### src/rtl/alu_issue_ctrl.sv
// Issue controller for the 8-bit ALU: accepts one instruction, drives operands for EXEC+WB, commits result.
// Latency 2 cycles handshake-to-commit; instr_ready low in EXEC/WB so one instruction per 3 cycles.
module alu_issue_ctrl (
  input  logic        clk,
  input  logic        rst_n,
  input  logic        instr_valid,
  input  logic [19:0] instr,
  output logic        instr_ready,
  output logic        alu_enable,
  output logic [7:0]  alu_a,
  output logic [7:0]  alu_b,
  output logic [3:0]  alu_opcode,
  input  logic [7:0]  alu_out,
  input  logic [3:0]  alu_flags,
  input  logic [1:0]  rd_addr,
  output logic [7:0]  rd_data,
  output logic [3:0]  flags,
  output logic        done,
  output logic        illegal
);

  typedef enum logic [1:0] {
    S_IDLE = 2'd0,
    S_EXEC = 2'd1,
    S_WB   = 2'd2
  } state_t;

  state_t      r_state;
  state_t      w_state_nxt;
  logic [7:0]  r_rf [4];
  logic [1:0]  r_rd;
  logic [7:0]  r_a;
  logic [7:0]  r_b;
  logic [3:0]  r_op;
  logic [3:0]  r_flags;
  logic        r_done;
  logic        r_illegal;

  logic [3:0]  w_op;
  logic [1:0]  w_rd;
  logic [1:0]  w_rs;
  logic [1:0]  w_rt;
  logic        w_imm_sel;
  logic [7:0]  w_imm;
  logic        w_unused_rsvd;
  logic        w_hs;
  logic        w_legal;

  assign w_op          = instr[19:16];
  assign w_rd          = instr[15:14];
  assign w_rs          = instr[13:12];
  assign w_rt          = instr[11:10];
  assign w_unused_rsvd = instr[9];
  assign w_imm_sel     = instr[8];
  assign w_imm         = instr[7:0];

  // Handshake decoded from state directly so it does not depend on the output mux below.
  assign w_hs    = instr_valid && (r_state == S_IDLE);
  assign w_legal = (w_op <= 4'h6);

  always_comb begin
    w_state_nxt = r_state;
    instr_ready = 1'b0;
    alu_enable  = 1'b0;
    case (r_state)
      S_IDLE: begin
        instr_ready = 1'b1;
        if (w_hs && w_legal) begin
          w_state_nxt = S_EXEC;
        end
      end
      S_EXEC: begin
        alu_enable  = 1'b1;
        w_state_nxt = S_WB;
      end
      S_WB: begin
        alu_enable  = 1'b1;
        w_state_nxt = S_IDLE;
      end
      default: begin
        w_state_nxt = S_IDLE;
      end
    endcase
  end

  always_ff @(posedge clk or negedge rst_n) begin
    if (!rst_n) begin
      r_state   <= S_IDLE;
      r_rd      <= 2'd0;
      r_a       <= 8'h00;
      r_b       <= 8'h00;
      r_op      <= 4'h0;
      r_flags   <= 4'h0;
      r_done    <= 1'b0;
      r_illegal <= 1'b0;
      for (int i = 0; i < 4; i++) begin
        r_rf[i] <= 8'h00;
      end
    end else begin
      r_state   <= w_state_nxt;
      r_done    <= (r_state == S_WB);
      r_illegal <= w_hs && !w_legal;
      // Operands are captured at the handshake, so rd may alias rs/rt safely.
      if (w_hs && w_legal) begin
        r_a  <= r_rf[w_rs];
        r_b  <= w_imm_sel ? w_imm : r_rf[w_rt];
        r_op <= w_op;
        r_rd <= w_rd;
      end
      if (r_state == S_WB) begin
        r_rf[r_rd] <= alu_out;
        r_flags    <= alu_flags;
      end
    end
  end

  assign alu_a      = r_a;
  assign alu_b      = r_b;
  assign alu_opcode = r_op;
  assign rd_data    = r_rf[rd_addr];
  assign flags      = r_flags;
  assign done       = r_done;
  assign illegal    = r_illegal;

endmodule

### config.mk
export PLATFORM = sky130hd
export DESIGN_NAME = alu_issue_ctrl
export DESIGN_NICKNAME = d
export VERILOG_FILES = /design/src/rtl/alu_issue_ctrl.sv
export SDC_FILE = /design/constraint.sdc
export NUM_CORES = 1
export LEC_CHECK = 0
export ABC_CLOCK_PERIOD_IN_PS = 2590
export BUFFER_PORTS_ARGS = -buffer_cell sky130_fd_sc_hd__buf_2
export CAP_MARGIN = 20
export CORE_UTILIZATION = 50
export CTS_CLUSTER_SIZE = 25
export DETAILED_ROUTE_END_ITERATION = 8
export PLACE_DENSITY_LB_ADDON = 0.08
export SETUP_SLACK_MARGIN = 0.02
export SLEW_MARGIN = 5
export SYNTH_ARGS = -nofsm -noshare
export SYNTH_HDL_FRONTEND = slang
export SYNTH_SLANG_ARGS = --single-unit
### constraint.sdc
create_clock -name clk -period 2.59 [get_ports clk]
set_clock_uncertainty 0.05 [all_clocks]
set_input_delay 0.518 -clock clk [delete_from_list [all_inputs] [get_ports clk]]
set_output_delay 0.518 -clock clk [all_outputs]
set_load 0.005 [all_outputs]
Word level (Yosys, flattened, before mapping)
Index checks and enable logic that the tools add are counted.
{ "op_classes": {"magnitude_cmp": 6, "eq_ne": 3, "mux": 17, "bitwise_logic": 4, "n_reduce_logical": 7} }
{ "op_table": {"columns": ["operator", "n"], "rows": [
  ["8-bit 2-to-1 mux", 8],
  ["8-bit binary-select mux with 2-bit select", 3],
  ["32-bit bitwise mux", 1],
  ["8-bit demux with 2-bit select", 1],
  ["3-bit >= comparator, second input constant", 4],
  ["2-bit NOT with 3-bit output", 4],
  ["4-bit by 3-bit <= comparator with 1-bit output, second input constant", 1],
  ["1-bit logical AND", 4],
  ["2-bit case mux with 2 select lines", 1],
  ["3-bit by 1-bit less-than comparator with 1-bit output, second input constant", 1],
  ["2-bit by 1-bit == test with 1-bit output, second input constant", 1],
  ["2-bit == test, second input constant", 1],
  ["2-bit zero test", 1],
  ["1-bit 2-to-1 mux", 2],
  ["2-bit 2-to-1 mux", 1],
  ["2-bit by 1-bit inequality test with 1-bit output, second input constant", 1],
  ["2-bit OR reduction", 1],
  ["1-bit zero test", 1]
]} }
{ "word_totals": {"ff_bits": 62, "inputBits": 37, "output_inout_bits": 36, "elab_cells": 49} }

Longest topological paths before layout
{ "depth": {"ltp_word": 6, "mapped_depth": 7, "mapped_depth_nobuf": 5} }

Least setup slack after synthesis
No wires, ideal clock.
{ "synth_path": {"path_kind": "input-to-output", "startpoint": "in rd_addr[0]", "endpoint": "out rd_data[0]", "t_arrival_ns": 1.278, "required_time_ns": 2.022, "path_slack_ns": 0.744, "stages": 2, "path_buffers": 1, "cell_sequence": "buf_2 -> mux4_2"} }
{ "synth_between": {"elab_chain_len": 4} }
{ "synth_rtl": {"columns": ["item", "line_no", "text"], "rows": [
  ["start: declaration", "15", "input logic [1:0] rd_addr,"],
  ["2-bit NOT with 3-bit output (implied by the code)", "120", "assign rd_data = r_rf[rd_addr];"],
  ["8-bit binary-select mux with 2-bit select", "120", null],
  ["8-bit 2-to-1 mux (implied by the code) (2 in series)", "120", null],
  ["end: declaration", "16", "output logic [7:0] rd_data,"]
]} }
No other way between the ends. The select of a mux whose other input is x is not followed.

Worst setup path in the final report
{ "layout_path": {"startpoint": "in rd_addr[0]", "endpoint": "out rd_data[1]"} }
Same word-level chain as after synthesis.

==> results.ini <==
[synth]
yosys.area_share.simple_pct = 2.56
synthDominantAreaCellType = dfrtp_1
synth_cell_types = 23
synth_xor_xnor_area_share_pct = 0
synth_seq_cells = 62
synth_area_um2 = 3120
syn_area_per_cell_um2 = 16.4
synth_top_area_share_pct = 49.7
synthMuxAreaShare_pct = 39.9
yosysWarnings = 0
synthCells = 190
synth_compound_area_share_pct = 3.00
synth_top_family_by_area = multiplexers
yosys.area_share.adder_pct = 1.60
synth_area_leaders = dfrtp_1 50%, mux2_2 15%, mux4_2 14%
syn_nets = 231
yosysSeqAreaShare_pct = 49.7

[place]
hpwl_um = 4340
dpl_worst_slack_ps = 504
io_buffer_count = 71
gp_congestion = 0.740

[timing]
slew_headroom_pct = 63.2
worst_slew_pin_slew_ps = 552
finalCriticalPeriod_ps = 2080
fin_crit_sh_pct = 80.4
setup_slack_ps = 508
setup_tns_ps = 0
rsz0062_at_grt = no
hold_viol_final = 0
maxSlewViolCount = 0
setup_viol = 0
fmax_ghz = 0.480

[job]
max-cap-violations = 0

[clock_network]
cts_resized = 0
cts_max_path_buffers = 2
cts_tree = done
cts_inserted_buffers = 9
clock_latency_ps = 330
cts.sinks = 62
cts-hold-fix-buffers = 0
h-tree-depth = 3
post_cts_buffers = 0
root_buffer = clkbuf_8
path_clk_slew_ps = 70

[worst_setup_path]
crit_path_start = rd_addr[0]
rr_worst_depth = 6
crit_chain = buf_2, mux4_2, buf_2
cp_common_cell = buf_2
crit_path_end_kind = output pin
cp_slowest_cell = mux4_2
cp_max_fo = 8
r2r-end = r_rd[0]
reg2reg_slack_ps = 810
max_stage_delay_ps = 560
critPathKind = in2out
cp-endpoint = rd_data[1]
cp.arrival_ps = 1510
required_ps = 2020
r2r_start = r_state[0]
worst_setup_path_start_kind = input port

[route]
vias = 1917
drtIter0Drc = 68
wire_per_inst_um = 18.2
wl_um = 6310
first_pass_iters = 4
ant_nets = 0
route.detailed.drc = 0
via_per_inst = 5.54

[finish]
layout_commonest_cell = buf_2
nets = 307
fillers = 470
antennaDiodeCount = 0
synthToLayoutAreaGrowth_pct = 19.3
final_cell_mix = 71 x buf_2, 62 x dfrtp_1, 42 x mux2_2
drive_gt1_share_pct = 60.9

[floorplan]
die_height_um = 81.0
io_pins = 73
die_area_um2 = 6570
core_area_um2 = 5990
row_count = 28
start_util_pct = 52.2
fp.dieW_um = 81.0

[hold_path]
hold_path.class = in2async

[global_route]
grt_max_degree = 26
grt_pass1_wl_um = 9770
grt_pass1_vias = 1831
top_usage_layer = met1
antenna_found_initial = 0
met3_usage_pct = 4.61
grt_use_total_pct = 21.1
use_met1_pct = 31.7
gr-usage-met2_pct = 29.7
grt_remaining_overflow = 0

[power_and_ir_drop]
power.total_mw = 4.26
ir_drop_v = 0.000666
p_leak_nw = 1.71
p_per_area_nw_per_um2 = 1140

[run_status]
outcome = finished clean

[kinds of logic (layout without fill, tap and decap cells)]
family                   after synthesis  in the layout
flip-flops                            62             62
AND/OR/NAND/NOR                        9              9
buffers and inverters                 14             95
multiplexers                          83             83
AO/OA/AOI/OAI                         18             18
adder cells (fa/ha/maj)                4              4
[power breakdown]
part           internal, mW  total (mW)  switching [mW]
Combinational          1.03        1.59           0.559
Sequential             1.45        1.81           0.357
Clock                 0.496       0.862           0.366
Total                  2.98        4.26            1.28
[worst max-delay path, delay by kind of cell]
family	cells	cell delay (ps)
buf+inv	2	430
mux	1	560
[state kept, by name, summed over array words and instances (netlist names)]
name	cells
alu_a	8
r_rd	2
alu_opcode	4
r_state	2
r_rf	32
alu_b	8
flags	4
illegal	1
done	1
[synthesized netlist by cell type]
library cell,instances
dfrtp_1,62
mux2_2,42
mux4_2,19
a21oi_1,16
mux2_4,9
mux2i_1,8
mux4_1,5
ha_1,4
and2_1,3
buf_2,3
buf_4,3
buf_6,3
inv_1,2
nand3b_2,2
a21boi_0,1
a31oi_1,1
buf_1,1
buf_8,1
clkbuf_1,1
nand2_1,1
nand3_2,1
nor2b_1,1
nor3b_4,1
[through the flow]
stage                     cells  hold WS [ps]  instance area [µm²]  utilization, %
after detailed placement    330           415                 3520            58.8
final                       346           111                 3730            62.2
after floorplan             190           172                 3120               -
after CTS                   346           123                 3730            62.2
after global routing        346           141                 3730            62.2
after global placement      330           417                 3520            58.8
[how the worst min path moves through the flow]
stage | from | to | slack, ps | cells past startpoint
2_1_floorplan | rst_n | alu_a[0] | 170 | 0
3_3_place_gp | alu_opcode[3] | alu_opcode[3] | 420 | 1
3_5_place_dp | alu_opcode[3] | alu_opcode[3] | 420 | 1
4_1_cts | rst_n | alu_opcode[0] | 120 | 1
5_1_grt | rst_n | alu_opcode[0] | 140 | 1
6_report | rst_n | alu_opcode[0] | 110 | 1
[cell type report]
class	instances	area, µm²	share of cell area [%]
multi-input combinational	114	1470	39.5
clock inverter	3	42.5	1.14
tap	75	93.8	2.52
sequential	62	1550	41.6
inverter	2	7.51	0.201
timing repair buffer	77	400	10.7
clock buffer	13	159	4.26
[routing by layer]
metal  part of all wire (%)  up-vias
met3                    5.8        6
li1                       -      888
met1                     49      949
met5                      0        -
met4                    1.1        0
met2                     44       74
No activity file was read; power rests on OpenSTA's default activity.
